File: src/rtl/pipe_pkg.sv
// Shared pipeline definitions: forwarding-mux select codes, register address
// width, the per-stage destination record and a small match helper.
package pipe_pkg;

  localparam int REG_ADDR_W = 5;

  // Operand mux select codes, {sel1, sel0}
  localparam logic [1:0] FWD_RF     = 2'b00;  // ID/EX register-file value
  localparam logic [1:0] FWD_WB     = 2'b01;  // MEM/WB writeback result
  localparam logic [1:0] FWD_EXMEM  = 2'b10;  // EX/MEM ALU result
  localparam logic [1:0] FWD_WBHOLD = 2'b11;  // value written back last cycle

  // Destination-register state carried by the instruction in one stage
  typedef struct packed {
    logic [REG_ADDR_W-1:0] rd;
    logic                  regwrite;
    logic                  memread;
  } stage_rec_t;

  localparam stage_rec_t STAGE_BUBBLE = '{rd: '0, regwrite: 1'b0, memread: 1'b0};

  // A producer matches a source register when it writes a non-zero rd equal to rs
  function automatic logic rd_match(input logic [REG_ADDR_W-1:0] rd,
                                    input logic                  wr,
                                    input logic [REG_ADDR_W-1:0] rs);
    return wr & (rd != '0) & (rd == rs);
  endfunction

endpackage

File: src/rtl/fwd_sel_calc.sv
// Forwarding priority encoder for one EX operand.
// Priority: EX/MEM (non-load) > MEM/WB > WB-hold (FWD_WB_HOLD_EN only) > RF.
// Optional feature macro: FWD_WB_HOLD_EN adds the wb stage to the match.
module fwd_sel_calc
  import pipe_pkg::*;
(
  input  logic [REG_ADDR_W-1:0] rs,
  input  logic                  uses_rs,
  input  logic [REG_ADDR_W-1:0] ex_rd,
  input  logic                  ex_fwd_ok,     // ex writes rd and is not a load
  input  logic [REG_ADDR_W-1:0] mem_rd,
  input  logic                  mem_regwrite,
`ifdef FWD_WB_HOLD_EN
  input  logic [REG_ADDR_W-1:0] wb_rd,
  input  logic                  wb_regwrite,
`endif
  output logic [1:0]            sel
);

  // Highest-priority matching producer picks the mux input
  always_comb begin
    sel = FWD_RF;
    if (uses_rs) begin
      if (rd_match(ex_rd, ex_fwd_ok, rs)) begin
        sel = FWD_EXMEM;
      end else if (rd_match(mem_rd, mem_regwrite, rs)) begin
        sel = FWD_WB;
      end
`ifdef FWD_WB_HOLD_EN
      else if (rd_match(wb_rd, wb_regwrite, rs)) begin
        sel = FWD_WBHOLD;
      end
`endif
    end
  end

endmodule

File: src/rtl/fwd_hazard_unit.sv
// Forwarding and load-use hazard controller for the 5-stage pipeline.
// Tracks rd/regwrite/memread for EX, MEM and WB; registers operand A/B mux
// selects for the instruction entering EX; raises a combinational load-use
// stall that holds PC and IF/ID and bubbles EX.
// Optional feature macro: FWD_WB_HOLD_EN (wb stage forwards with select 11).
module fwd_hazard_unit
  import pipe_pkg::*;
#(
  parameter int REG_ADDR_W = 5,
  parameter int NUM_REGS   = 32
) (
  input  logic                  clk,
  input  logic                  rst_n,
  input  logic                  id_valid,
  input  logic [REG_ADDR_W-1:0] id_rs1,
  input  logic [REG_ADDR_W-1:0] id_rs2,
  input  logic                  id_uses_rs1,
  input  logic                  id_uses_rs2,
  input  logic [REG_ADDR_W-1:0] id_rd,
  input  logic                  id_regwrite,
  input  logic                  id_memread,
  input  logic                  flush,
  input  logic                  hold,
  output logic                  fwd_a_sel0,
  output logic                  fwd_a_sel1,
  output logic                  fwd_b_sel0,
  output logic                  fwd_b_sel1,
  output logic                  stall_load_use
);

  // The stage record width is fixed by the package; catch mismatched overrides
  if (REG_ADDR_W != pipe_pkg::REG_ADDR_W) begin : g_bad_addr_w
    $error("fwd_hazard_unit: REG_ADDR_W must equal pipe_pkg::REG_ADDR_W");
  end
  if (NUM_REGS != (1 << REG_ADDR_W)) begin : g_bad_num_regs
    $error("fwd_hazard_unit: NUM_REGS must equal 2**REG_ADDR_W");
  end

  stage_rec_t ex_q, mem_q, wb_q;
  stage_rec_t ex_d;
  logic [1:0] a_sel_q, b_sel_q;
  logic [1:0] a_sel_d, b_sel_d;
  logic       rs1_hit_load, rs2_hit_load;
  logic       bubble;

  // Load in EX whose rd is needed by the ID instruction
  always_comb begin
    rs1_hit_load   = id_uses_rs1 & rd_match(ex_q.rd, ex_q.regwrite, id_rs1);
    rs2_hit_load   = id_uses_rs2 & rd_match(ex_q.rd, ex_q.regwrite, id_rs2);
    stall_load_use = rst_n & id_valid & ex_q.memread & ~flush & ~hold &
                     (rs1_hit_load | rs2_hit_load);
  end

  // Flush or load-use inserts a bubble into EX instead of the ID instruction
  always_comb begin
    bubble = flush | stall_load_use;
    ex_d   = '{rd: id_rd, regwrite: id_regwrite & id_valid, memread: id_memread & id_valid};
  end

  fwd_sel_calc u_sel_a (
    .rs           (id_rs1),
    .uses_rs      (id_uses_rs1),
    .ex_rd        (ex_q.rd),
    .ex_fwd_ok    (ex_q.regwrite & ~ex_q.memread),
    .mem_rd       (mem_q.rd),
    .mem_regwrite (mem_q.regwrite),
`ifdef FWD_WB_HOLD_EN
    .wb_rd        (wb_q.rd),
    .wb_regwrite  (wb_q.regwrite),
`endif
    .sel          (a_sel_d)
  );

  fwd_sel_calc u_sel_b (
    .rs           (id_rs2),
    .uses_rs      (id_uses_rs2),
    .ex_rd        (ex_q.rd),
    .ex_fwd_ok    (ex_q.regwrite & ~ex_q.memread),
    .mem_rd       (mem_q.rd),
    .mem_regwrite (mem_q.regwrite),
`ifdef FWD_WB_HOLD_EN
    .wb_rd        (wb_q.rd),
    .wb_regwrite  (wb_q.regwrite),
`endif
    .sel          (b_sel_d)
  );

  // Stage records and registered selects: hold freezes, bubble zeroes EX
  always_ff @(posedge clk or negedge rst_n) begin
    if (!rst_n) begin
      ex_q    <= STAGE_BUBBLE;
      mem_q   <= STAGE_BUBBLE;
      wb_q    <= STAGE_BUBBLE;
      a_sel_q <= FWD_RF;
      b_sel_q <= FWD_RF;
    end else if (!hold) begin
      mem_q <= ex_q;
      wb_q  <= mem_q;
      if (bubble) begin
        ex_q    <= STAGE_BUBBLE;
        a_sel_q <= FWD_RF;
        b_sel_q <= FWD_RF;
      end else begin
        ex_q    <= ex_d;
        a_sel_q <= a_sel_d;
        b_sel_q <= b_sel_d;
      end
    end
  end

  assign fwd_a_sel0 = a_sel_q[0];
  assign fwd_a_sel1 = a_sel_q[1];
  assign fwd_b_sel0 = b_sel_q[0];
  assign fwd_b_sel1 = b_sel_q[1];

  // memread of MEM/WB never matters for forwarding; wb is only read with WB-hold
`ifdef FWD_WB_HOLD_EN
  logic unused_bits;
  assign unused_bits = ^{mem_q.memread, wb_q.memread};
`else
  logic unused_bits;
  assign unused_bits = ^{mem_q.memread, wb_q};
`endif

endmodule

File: config.mk
export PLATFORM = sky130hd
export DESIGN_NAME = fwd_hazard_unit
export DESIGN_NICKNAME = d
export VERILOG_FILES = /design/src/rtl/pipe_pkg.sv /design/src/rtl/fwd_sel_calc.sv /design/src/rtl/fwd_hazard_unit.sv
export SDC_FILE = /design/constraint.sdc
export NUM_CORES = 1
export LEC_CHECK = 0
export CAP_MARGIN = 20
export CORE_ASPECT_RATIO = 0.6
export CORE_MARGIN = 3
export CORE_UTILIZATION = 41
export DETAILED_ROUTE_END_ITERATION = 8
export PLACE_DENSITY = 0.85
export RECOVER_POWER = 25
export SLEW_MARGIN = 40
export SYNTH_ARGS = -nofsm -noshare
export SYNTH_HDL_FRONTEND = slang
export SYNTH_SLANG_ARGS = --single-unit
export TNS_END_PERCENT = 30
File: constraint.sdc
create_clock -name clk -period 2.5 [get_ports clk]
set_clock_uncertainty 0.05 [all_clocks]
set_input_delay 0.75 -clock clk [delete_from_list [all_inputs] [get_ports clk]]
set_output_delay 0.75 -clock clk [all_outputs]
set_load 0.01 [all_outputs]
; ---- Word level (Yosys, flattened, before mapping)
; Index checks and enable logic that the tools add are counted.
[totals]
reg_bits = 17
output_inout_bits = 5
in_bits = 24
[op_classes]
bitwise_logic = 24
mux = 9
n_eq_ne = 4
reduce_logical = 2
[op_table]
columns = operator, count
row1 = 5-bit equality test, 4
row2 = 1-bit bitwise AND, 19
row3 = 2-bit 2-to-1 mux, 6
row4 = 5-bit nonzero test, 2
row5 = 7-bit 2-to-1 mux, 1
row6 = 1-bit NOT, 3
row7 = 1-bit 2-to-1 mux, 2
row8 = 1-bit bitwise OR, 2

; ---- Depth between registers and ports, before layout
; Gate-level depths: netlist of run 1.
[depth]
word_depth = 8
depth_mapped = 7
ltp_nobuf = 6

; ---- By module
; From an unflattened synthesis of run 1, not the netlist that was laid out.
[hier_totals]
cells_unflattened = 127
hier_area_um2 = 1219.9
[by_module_without_submodules]
columns = mod, instances, area_per_inst_um2, seq_area_each_um2, cells_per_inst
row1 = fwd_hazard_unit, 1, 917.1, 425.4, 85
row2 = fwd_sel_calc, 2, 151.4, 0.0, 21

; ---- Worst setup path after synthesis of run 1
; OpenSTA, ideal clock, no wires.
[synth_timing]
path_type = input to output
startpoint = input hold
endpoint = output stall_load_use
arrival_time_ns = 1.702
path_buffers = 1
path_stages = 6
path_slack_ns = -0.002
path_cell_list = buf_4 > nor2_4 > and2_1 > and3_1 > o2111ai_4 > inv_4
[synth_via]
elab_chain_len = 3
[synth_lines]
columns = item, line
row1 = from (decl), fwd_hazard_unit.sv:23  ; input logic hold,
row2 = 1-bit NOT, fwd_hazard_unit.sv:50  ; stall_load_use = rst_n & id_valid & ex_q.memread & ~flush & ~hold &
row3 = 1-bit bitwise AND (2 in series), fwd_hazard_unit.sv:50
row4 = to (decl), fwd_hazard_unit.sv:28  ; output logic stall_load_use
; Every way passes these cells.

; ---- Final worst setup path of run 1
[layout_timing]
startpoint = input id_rs1[2]
endpoint = output stall_load_use
[layout_via]
elab_chain_len = 5
[layout_lines]
columns = item, line
row1 = from (decl), fwd_hazard_unit.sv:15  ; input logic [REG_ADDR_W-1:0] id_rs1,
row2 = 5-bit equality test, pipe_pkg.sv:26  ; return wr & (rd != '0) & (rd == rs);
row3 = 1-bit bitwise AND, pipe_pkg.sv:26
row4 = 1-bit bitwise AND, fwd_hazard_unit.sv:48  ; rs1_hit_load = id_uses_rs1 & rd_match(ex_q.rd, ex_q.regwrite, id_rs1);
row5 = 1-bit bitwise OR, fwd_hazard_unit.sv:51  ; (rs1_hit_load | rs2_hit_load);
row6 = 1-bit bitwise AND, fwd_hazard_unit.sv:50
; Every way passes these cells.

==> out/results.ini, run 1 <==
[global_routing]
grt_overflow = 0
grt_antenna_before_repair = 0
grt_pass1_wl_um = 5460
grt_max_degree = 19
grt_util_all_layers_pct = 23.5
grt_pass1_vias = 1078

[worst_hold_path]
holdCritStartpoint = a_sel_q[1]
hold_class = reg -> reg

[worst_setup_path]
cp-start-kind = input port
startpoint = id_rs1[2]
crit_family = buffers and inverters
slowest_delay_ns = 0.24
worstPathArrival_ns = 1.91
path_buf_inv = 4
cp_slowest_cell = nor3_2
rr_startpoint = ex_q[4]
cp-end-kind = output port
cp_max_fo = 2
crit_type = in -> out
worstPathRequired_ns = 1.70
path_cells = buf_8 -> xor2_2 -> nor3_2 -> buf_4 -> and3_4 -> o2111ai_4 -> inv_4 -> buf_6

[route]
drc = 0
vias_per_cell = 5.34
vias = 998
ant_nets = 0
routed_wirelength_um = 3490
first_pass_iters = 4
wl_per_cell_um = 18.7
drt_iter0_markers = 77

[placed_design]
place_congestion = 0.823
dp_hpwl_um = 2140
place_inst = 160
io_buffers = 28

[yosys]
async_flop_share_pct = 100
ys_seq_elements = 17
synth-seq-area-share_pct = 43.5
netlist_instances = 83
yosys_warnings = 0
synth_top_area_share_pct = 43.5
synthTopCellsByArea = dfrtp_1 44%, xor2_1 15%, a32o_1 7.2%, mux2_2 6.9%, o2111ai_4 2.7%
synth_nets = 107
netlist-cell-type-count = 27
synth-edff-count = 0
syn_area_sq_um = 977
yosysTopAreaCell = dfrtp_1
ys.flop_type = dfrtp_1
avgSynthCellArea_sq_um = 11.8

[cells_and_area]
multi_input_comb_area_sq_um = 563
drive_gt1_share_pct = 45.9
nets = 182
final_cell_count_no_fill = 187
layout_common_cells = 42 x buf_4, 17 x dfrtp_1, 16 x xor2_1, 13 x clkdlybuf4s50_1, 7 x a32o_1
final_common_cell = buf_4
num_antenna_cells = 0
n_fill_cell = 146
area_delta_synth_final_pct = 73.1
regArea_sq_um = 425

[outcome]
violations = negative setup slack
status = finished with violations

[sta]
post-route-period-util_pct = 108
rsz0062_at_grt = true
hold_viol = 0
layout_setup_ws_ns = -0.209
setup-violations-final = 3
fin_crit_ns = 2.71
tightest_slew_ns = 0.956
slew_headroom_pct = 36.3
maxSlewViolCount = 0
fmax_ghz = 0.369

[floorplanning]
core_area_sq_mm = 0.00221
die_x_um = 69.0
die-area_sq_mm = 0.00302
start_util_pct = 44.2
design.portCount = 29
dieHeight_um = 43.8
num_rows = 13

[power_and_ir_drop]
ir_drop_mv = 0.339
leakagePower_nw = 0.841
finalPower_mw = 0.758
p_per_area_mw_per_mm2 = 448

[clocking]
cts_buffers = 3
clk_pin_slew_worst_paths_ns = 0.06
cts_buffer_depth = 2
cts_root_buf = clkbuf_8
htreeDepth = 1
clock-sinks = 17
cts_tree = built
clk_latency_ns = 0.25

[job]
max-cap-violations = 0

==> flip-flops by register name, summed over array words and instances, names as in the netlist <==
signal	flops
ex_q	7
a_sel_q	2
b_sel_q	2
mem_q	6
==> Yosys cell counts (all sizes together) (2+ instances only) <==
cell type / number
nor3: 2
inv: 2
and3: 4
nand4: 2
and4: 2
nor4: 2
xnor2: 3
nand2: 3
xor2: 17
nor2: 5
a32o: 9
dfrtp: 17
mux2: 6
==> cell type report <==
| class | count | area share [%] |
|---|---|---|
| clock buffers | 4 | 2.66 |
| multi-input cells | 62 | 33.3 |
| inverters | 2 | 0.592 |
| flip-flops and latches | 17 | 25.1 |
| well taps | 30 | 2.22 |
| repair buffers | 72 | 36.1 |
==> report_power, final <==
group,leakage (nW),switching [mW],internal [mW]
clock network,0.0228,0.0965,0.113
registers,0.227,0.0280,0.293
logic,0.591,0.0912,0.136
total,0.841,0.216,0.542
==> what timing repair did <==
| action | 4_1_cts | 5_1_grt |
|---|---|---|
| hold buffers | 0 | 0 |
| endpoints found under the setup margin | 1 | 3 |
| gates resized for setup | 42 | 4 |
| pin swaps | 12 | 6 |
| setup buffers | 21 | 3 |
==> layer usage <==
layer | global-route usage [%] | wire length (um)
met3 | 5.09 | 230
met5 | 0 | 0
met1 | 30.5 | 1530
met4 | 10.1 | 81
met2 | 38.8 | 1650
==> kinds of logic after synthesis <==
kind of cell | after synthesis | share of synthesized area (%)
DFF | 17 | 43.5
AOI/OAI and AO/OA | 13 | 15.4
xor gates and xnor gates | 20 | 17.9
and+or+nand+nor | 23 | 14.1
muxes | 6 | 6.91
buffers and inverters | 4 | 2.18
==> path summary, 6_finish.rpt <==
kind / end / slack, ns / cells past startpoint
setup / recovery: stall_load_use / -0.21 / 8
hold / removal: a_sel_q[1] / 0.46 / 2
setup reg to reg: a_sel_q[0] / -0.05 / 14
hold reg to reg: a_sel_q[1] / 0.46 / 2
max in group asynchronous: ex_q[2] / 0.62 / 2
min in group asynchronous: b_sel_q[0] / 1.20 / 2
==> tightest hold or removal path, cell delays in order, from the launching register on <==
cell and delay [ns]:
dfrtp_1 0.36, nand2_1 0.07, o41ai_2 0.04
==> stage by stage <==
step	cell area (sq um)	utilization (%)	setup WS, ns	hold slack [ns]	setup TNS [ns]
2_1_floorplan	977	-	0.0165	0.404	0
3_3_place_gp	1440	65.2	-0.893	0.419	-1.72
3_5_place_dp	1440	65.2	-0.954	0.429	-2.35
4_1_cts	1670	75.5	-0.104	0.446	-0.157
5_1_grt	1690	76.5	-0.243	0.481	-0.633
6_report	1690	76.5	-0.209	0.461	-0.434
Note: power is estimated with default switching activity, not from simulation.
==> run 2, diff against run 1 <==
Settings changed: CORE_ASPECT_RATIO 0.6 to default, CORE_UTILIZATION 41 to 54, DONT_BUFFER_PORTS from default to 1, PLACE_DENSITY 0.85 to 0.83.
==> run 2 against run 1 <==
The run now ends clean. Register-to-register slack improved by 0.74 ns. Sequential share of layout area increased by 15 points. Utilization decreased by 11 points. Via count decreased by 30%. Wire length decreased by 37%. Global-route usage decreased by 2.3 points. Total power decreased by 26%. Non-clock buffer count decreased by 69. Sequential cell count unchanged. Clock power decreased by 27%. Maximum frequency increased by 12%. Combinational power decreased by 63%.
==> out/results.ini, run 2 (same netlist as run 1, synthesis figures left out) <==
[clocking]
cts_buffer_depth = 2  ; unchanged
cts_tree = built
clk_latency_ns = 0.30  ; +0.05 ns
clk_pin_slew_worst_paths_ns = 0.10  ; +0.04 ns
clock-sinks = 17  ; unchanged
cts_buffers = 3  ; unchanged
cts_root_buf = clkbuf_4
htreeDepth = 1  ; unchanged

[placed_design]
place_congestion = 0.841  ; +2.2%
io_buffers = 0  ; -100%
place_inst = 107  ; -33%
place_area_sq_mm = 0.00101  ; -30%
dp_hpwl_um = 1680  ; -22%

[cells_and_area]
reg.largest.list = ex_q: 7 flops, mem_q: 6 flops
num_antenna_cells = 0  ; unchanged
design_area_sq_mm = 0.00106  ; -37%
nets = 113  ; -38%
layout_common_cells = 17 x xor2_1, 14 x dfrtp_1, 7 x a32o_1, 6 x mux2_2, 4 x nor2_1
final_common_cell = xor2_1
largest_register_ffs = 7  ; unchanged
drive_gt1_share_pct = 29.5  ; -16 points
final_cell_count_no_fill = 112  ; -40%
regMostFlops = ex_q
area_delta_synth_final_pct = 8.45
utilization_pct = 65.8  ; -11 points

[worst_setup_path]
cp_max_fo = 5  ; +3
crit_type = reg -> out
cp-end-kind = output port
cp-start-kind = flop
worstPathRequired_ns = 1.70  ; about the same
worstPathArrival_ns = 1.61  ; -0.30 ns

[route]
drt_iter0_markers = 11  ; -86%
drc = 0  ; unchanged
vias_per_cell = 6.21  ; +16%
vias = 695  ; -30%
ant_nets = 0  ; unchanged
first_pass_iters = 4  ; unchanged
routed_wirelength_um = 2200  ; -37%
wl_per_cell_um = 19.6  ; +5.1%

[sta]
hold_viol = 0  ; unchanged
rsz0062_at_grt = false
fin_crit_ns = 2.41  ; -0.297 ns
maxSlewViolCount = 0  ; unchanged
timing.setup.tns_ns = 0  ; +0.434 ns
post-route-period-util_pct = 96.5  ; -12 points
setup-violations-final = 0  ; -3
tightest_slew_ns = 0.317  ; -0.639 ns
fmax_ghz = 0.414  ; +12%
slew_headroom_pct = 78.7  ; +42 points

[floorplanning]
dieHeight_um = 48.5  ; +11%
design.portCount = 29  ; unchanged
core_area_sq_mm = 0.00161  ; -27%
start_util_pct = 60.6  ; +16 points
num_rows = 14  ; +1
die_x_um = 48.5  ; -30%
die-area_sq_mm = 0.00236  ; -22%

[global_routing]
met3_usage_pct = 7.06  ; +2.0 points
use_met2_pct = 33.5  ; -5.3 points
grt_antenna_before_repair = 0  ; unchanged
grt_busiest_layer = met2
grt_util_all_layers_pct = 21.2  ; -2.3 points
grt_util_met1_pct = 23.8  ; -6.7 points
grt_pass1_vias = 783  ; -27%
grt_pass1_wl_um = 3710  ; -32%
grt_max_degree = 20  ; +1
grt_overflow = 0  ; unchanged

[power_and_ir_drop]
p_per_area_mw_per_mm2 = 526  ; +17%
finalPower_mw = 0.557  ; -26%
ir_drop_mv = 0.431  ; +27%
leakagePower_nw = 0.493  ; -41%

[outcome]
status = completed

[job]
max-cap-violations = 0  ; unchanged

[worst_hold_path]
hold_class = in -> async

[run 2: through the flow]
step / setup WS (ns) / hold WS, ns
after floorplan: 0.0165 / 0.404
after global placement: 0.0648 / 0.405
after detailed placement: 0.0162 / 0.405
after CTS: 0.0204 / 0.0702
after global routing: 0.000156 / 0.0440
final: 0.0874 / 0.0783
[run 2: per-layer routing]
layer / wire (um) / up-vias
met5: 0 / -
met4: 74 / 0
met1: 905 / 343
li1: - / 322
met3: 148 / 7
met2: 1070 / 23
[run 2: timing repair]
item / in CTS / in global routing
cloned: 0 / 0
setup buffers: 0 / 1
hold buffers: 0 / 0
pin swaps: 0 / 1
endpoints found under the setup margin: 1 / 1
gates resized for setup: 1 / 4
[run 2: final cells by class]
cell class | count | area, sq um
fillers | 136 | 552
multi-input cells | 62 | 541
flip-flops and latches | 17 | 429
well taps | 24 | 30.0
clock buffers | 3 | 22.5
repair buffers | 3 | 22.5
inverters | 2 | 10.0
clock inverters | 1 | 5.00
[run 2: worst paths after layout]
check	start	to	slack, ns	cells after the start
min reg2reg	ex_q[0]	ex_q[0]	0.48	1
max	ex_q[2]	stall_load_use	0.09	5
max in group asynchronous	rst_n	ex_q[5]	2.24	0
min	rst_n	mem_q[2]	0.08	0
min in group clk	hold	a_sel_q[1]	0.48	1
max reg2reg	ex_q[2]	ex_q[3]	0.69	6
[run 2: power breakdown]
part           internal (mW)  switching (mW)  leakage, nW
registers              0.294          0.0272        0.223
logic                 0.0487          0.0352        0.253
clock network         0.0597          0.0929       0.0177
[run 2: worst max-delay path, stage by stage (launching register included)]
cell,delay [ns]
dfrtp_2,0.46
xor2_1,0.16
nor3_2,0.23
and3_4,0.23
o2111ai_4,0.13
inv_4,0.11
==> RTL edit (settings of run 1) <==
Reset style: synchronous (`rst_n`), changed in one clocked block.
--- a/src/rtl/fwd_hazard_unit.sv
+++ b/src/rtl/fwd_hazard_unit.sv
@@ -86,7 +86,7 @@
   );
 
   // Stage records and registered selects: hold freezes, bubble zeroes EX
-  always_ff @(posedge clk or negedge rst_n) begin
+  always_ff @(posedge clk) begin
     if (!rst_n) begin
       ex_q    <= STAGE_BUBBLE;
       mem_q   <= STAGE_BUBBLE;
Behaviour: differs if rst_n is asserted again (counterexample within 4 cycles, from zero or initial values and one cycle with rst_n low); with rst_n held inactive, the same outputs for 10 cycles.
==> RTL edit against run 1 <==
- the flow still finishes with violations (setup timing)
- wire length down 14%
- sequential cell count unchanged
- design area down 5.9%
- total power down 16%
- area after synthesis down 2.8%
- setup slack worse by 0.14 ns
- sequential power down 10%
- register-to-register slack better by 0.41 ns
- non-clock buffer count down 18
- critical endpoint unchanged
- highest routed layer unchanged
==> RTL edit: results (changes against run 1) <==
| Metric | Value |
|---|---|
| Destination of the worst register-to-register timing path | `ex_q[3] (was a_sel_q[0])` |
| Routability Congestion | `0.8994 (was 0.8231)` |
| HPWL Detailed | `2060 um (was 2141 um)` |
| Worst Path Arrival | `2.05 ns (was 1.91 ns)` |
| Netlist cell types | `29 (was 27)` |
| Worst-case vdd ir drop | `346.4 uV (was 338.6 uV)` |
| Primary FF master, synth | `dfxtp_1 (was dfrtp_1)` |
| Total routing resource utilization after global routing | `23.56% (was 23.55%)` |
| FF-to-FF path depth | `6 (was 14)` |
| Top flop regs | `ex_q: 7 flops, mem_q: 6 flops (unchanged)` |
| Clk_lat worst skew | `0.25 ns (about the same)` |
| Detailed router's first-iteration violation count | `37 (was 77)` |
| Fraction of layout cells with a size suffix above 1 | `40.27% (was 45.86%)` |
| Max Fanout on Critical Path | `2 (unchanged)` |
| Ranking of synthesized cells by instance count | `dfxtp_1 (17), xor2_1 (16), mux2i_1 (6), nor2b_1 (6) (was dfrtp_1 (17), xor2_1 (17), a32o_1 (7), mux2_2 (6), nor2_1 (4))` |
| Global-route wire length before repair | `5002 um (was 5457 um)` |
| Cts bufs inserted | `3 (unchanged)` |
| Tightest slew margin relative to the limit | `51.43% (was 36.27%)` |
| Pin count of the biggest net entering global routing | `15 (was 19)` |
| Register-to-Register Setup Slack | `0.36 ns (was -0.05 ns)` |
| Portion of the post-synthesis area used by sequential elements | `35.84% (was 43.53%)` |
| Static leakage | `0.6889 nW (was 0.8405 nW)` |
| Type of the worst min-delay path | `reg2reg (unchanged)` |
| Ys async rst share | `0% (was 100.0%)` |
| Via count of the first global-routing pass | `1020 (was 1078)` |
| Number of buffers on the longest clock path | `2 (unchanged)` |
| Hold Buf Count CTS | `0 (unchanged)` |
| Crit Reg-Reg Startpoint | `ex_q[2] (was ex_q[4])` |
| Syn_nets | `120 (was 107)` |
| CTS H-Tree Depth | `1 (unchanged)` |
| Largest cells by area after synthesis | `dfxtp_1 (36%), xor2_1 (15%), mux2i_1 (6.3%), a32o_2 (4.7%), nor2b_1 (4.0%) (was dfrtp_1 (44%), xor2_1 (15%), a32o_1 (7.2%), mux2_2 (6.9%), o2111ai_4 (2.7%))` |
| Vias after detailed routing | `966 (was 998)` |
| Violations in the final reports | `setup timing (unchanged)` |
| Nets | `174 (was 182)` |
| Cell depth of the worst hold path | `1 (was 2)` |
| Final-report setup violation count | `1 (was 3)` |
| Root Buffer Master | `clkbuf_8 (unchanged)` |
| Antenna cell count | `0 (unchanged)` |
| Final WS setup | `-0.3492 ns (was -0.2094 ns)` |
| Run status | `finished with violations (unchanged)` |
| Drt total wl | `2995 um (was 3494 um)` |
[RTL edit: cell count changes after synthesis, sizes merged, moves of 3 or more]
cell | before | now
dfxtp | 0 | 17
nor2b | 1 | 6
a32o | 9 | 5
mux2 | 6 | 0
clkbuf | 1 | 4
mux2i | 0 | 6
nand3 | 0 | 4
dfrtp | 17 | 0
[RTL edit: worst min-delay path by stage]
stage | slack, ns | from | end
6_report | 0.48 | ex_q[1] | ex_q[1]
5_1_grt | 0.50 | ex_q[1] | ex_q[1]
4_1_cts | 0.48 | ex_q[1] | ex_q[1]
3_5_place_dp | 0.45 | ex_q[1] | ex_q[1]
3_3_place_gp | 0.45 | ex_q[1] | ex_q[1]
2_1_floorplan | 0.42 | ex_q[1] | ex_q[1]
[RTL edit: kinds of logic (layout without fill, tap and decap cells)]
group                     Yosys count  in the layout  synth area share (%)
muxes                               6              6                 6.324
and+or+nand+nor                    32             32                 22.00
DFF                                17             17                 35.84
AOI/OAI and AO/OA                  16             16                 14.62
buffers and inverters               5             58                 2.766
xor gates and xnor gates           20             20                 18.44
[RTL edit: power breakdown]
part / switching (mW) / leakage (nW) / total [mW] / internal (mW)
Sequential: 0.0114 / 0.138 / 0.288 / 0.277
Combinational: 0.0560 / 0.528 / 0.138 / 0.0817
Clock: 0.0947 / 0.0228 / 0.208 / 0.113
Total: 0.162 / 0.689 / 0.634 / 0.472
[RTL edit: worst max-delay path, stage by stage]
cell and delay [ns]:
buf_8 0.11, xor2_4 0.15, nor4_4 0.33, nand3_1 0.15, a211o_1 0.37, nor2_4 0.09
buf_6 0.10
[RTL edit: stage by stage]
step / instance area (um2) / TNS [ns] / instances / total power [mW] / setup slack, ns
detailed placement: 1419 / -4.486 / 170 / 0.4113 / -1.187
global route: 1592 / -0.3984 / 177 / 0.6588 / -0.3984
finish: 1592 / -0.3492 / 177 / 0.6338 / -0.3492
floorplan: 957.2 / -0.1309 / 96 / 0.3363 / -0.1309
global placement: 1419 / -3.658 / 170 / 0.4069 / -1.116
CTS: 1572 / -0.3354 / 176 / 0.6279 / -0.3354
[RTL edit: timing repair]
item                                    in CTS  in global routing
gates cloned                                 0                  0
pin swaps                                    7                  4
endpoints found under the setup margin      10                  1
gates resized for setup                     54                  6
buffers inserted                             2                  1
[RTL edit: layout make-up]
class                      count  area (um2)
multi-input combinational     74       700.7
tap                           28       35.03
timing repair buffer          54       469.2
sequential                    17       341.6
fill                         132       420.4
clock buffer                   4       45.04
[RTL edit: layer usage]
layer / wire length (um) / vias to the layer above / track usage [%]
li1: - / 454 / -
met1: 1257 / 462 / 26.75
met2: 1439 / 38 / 38.89
met3: 210 / 12 / 8.201
met4: 87 / 0 / 11.46
met5: 0 / - / 0
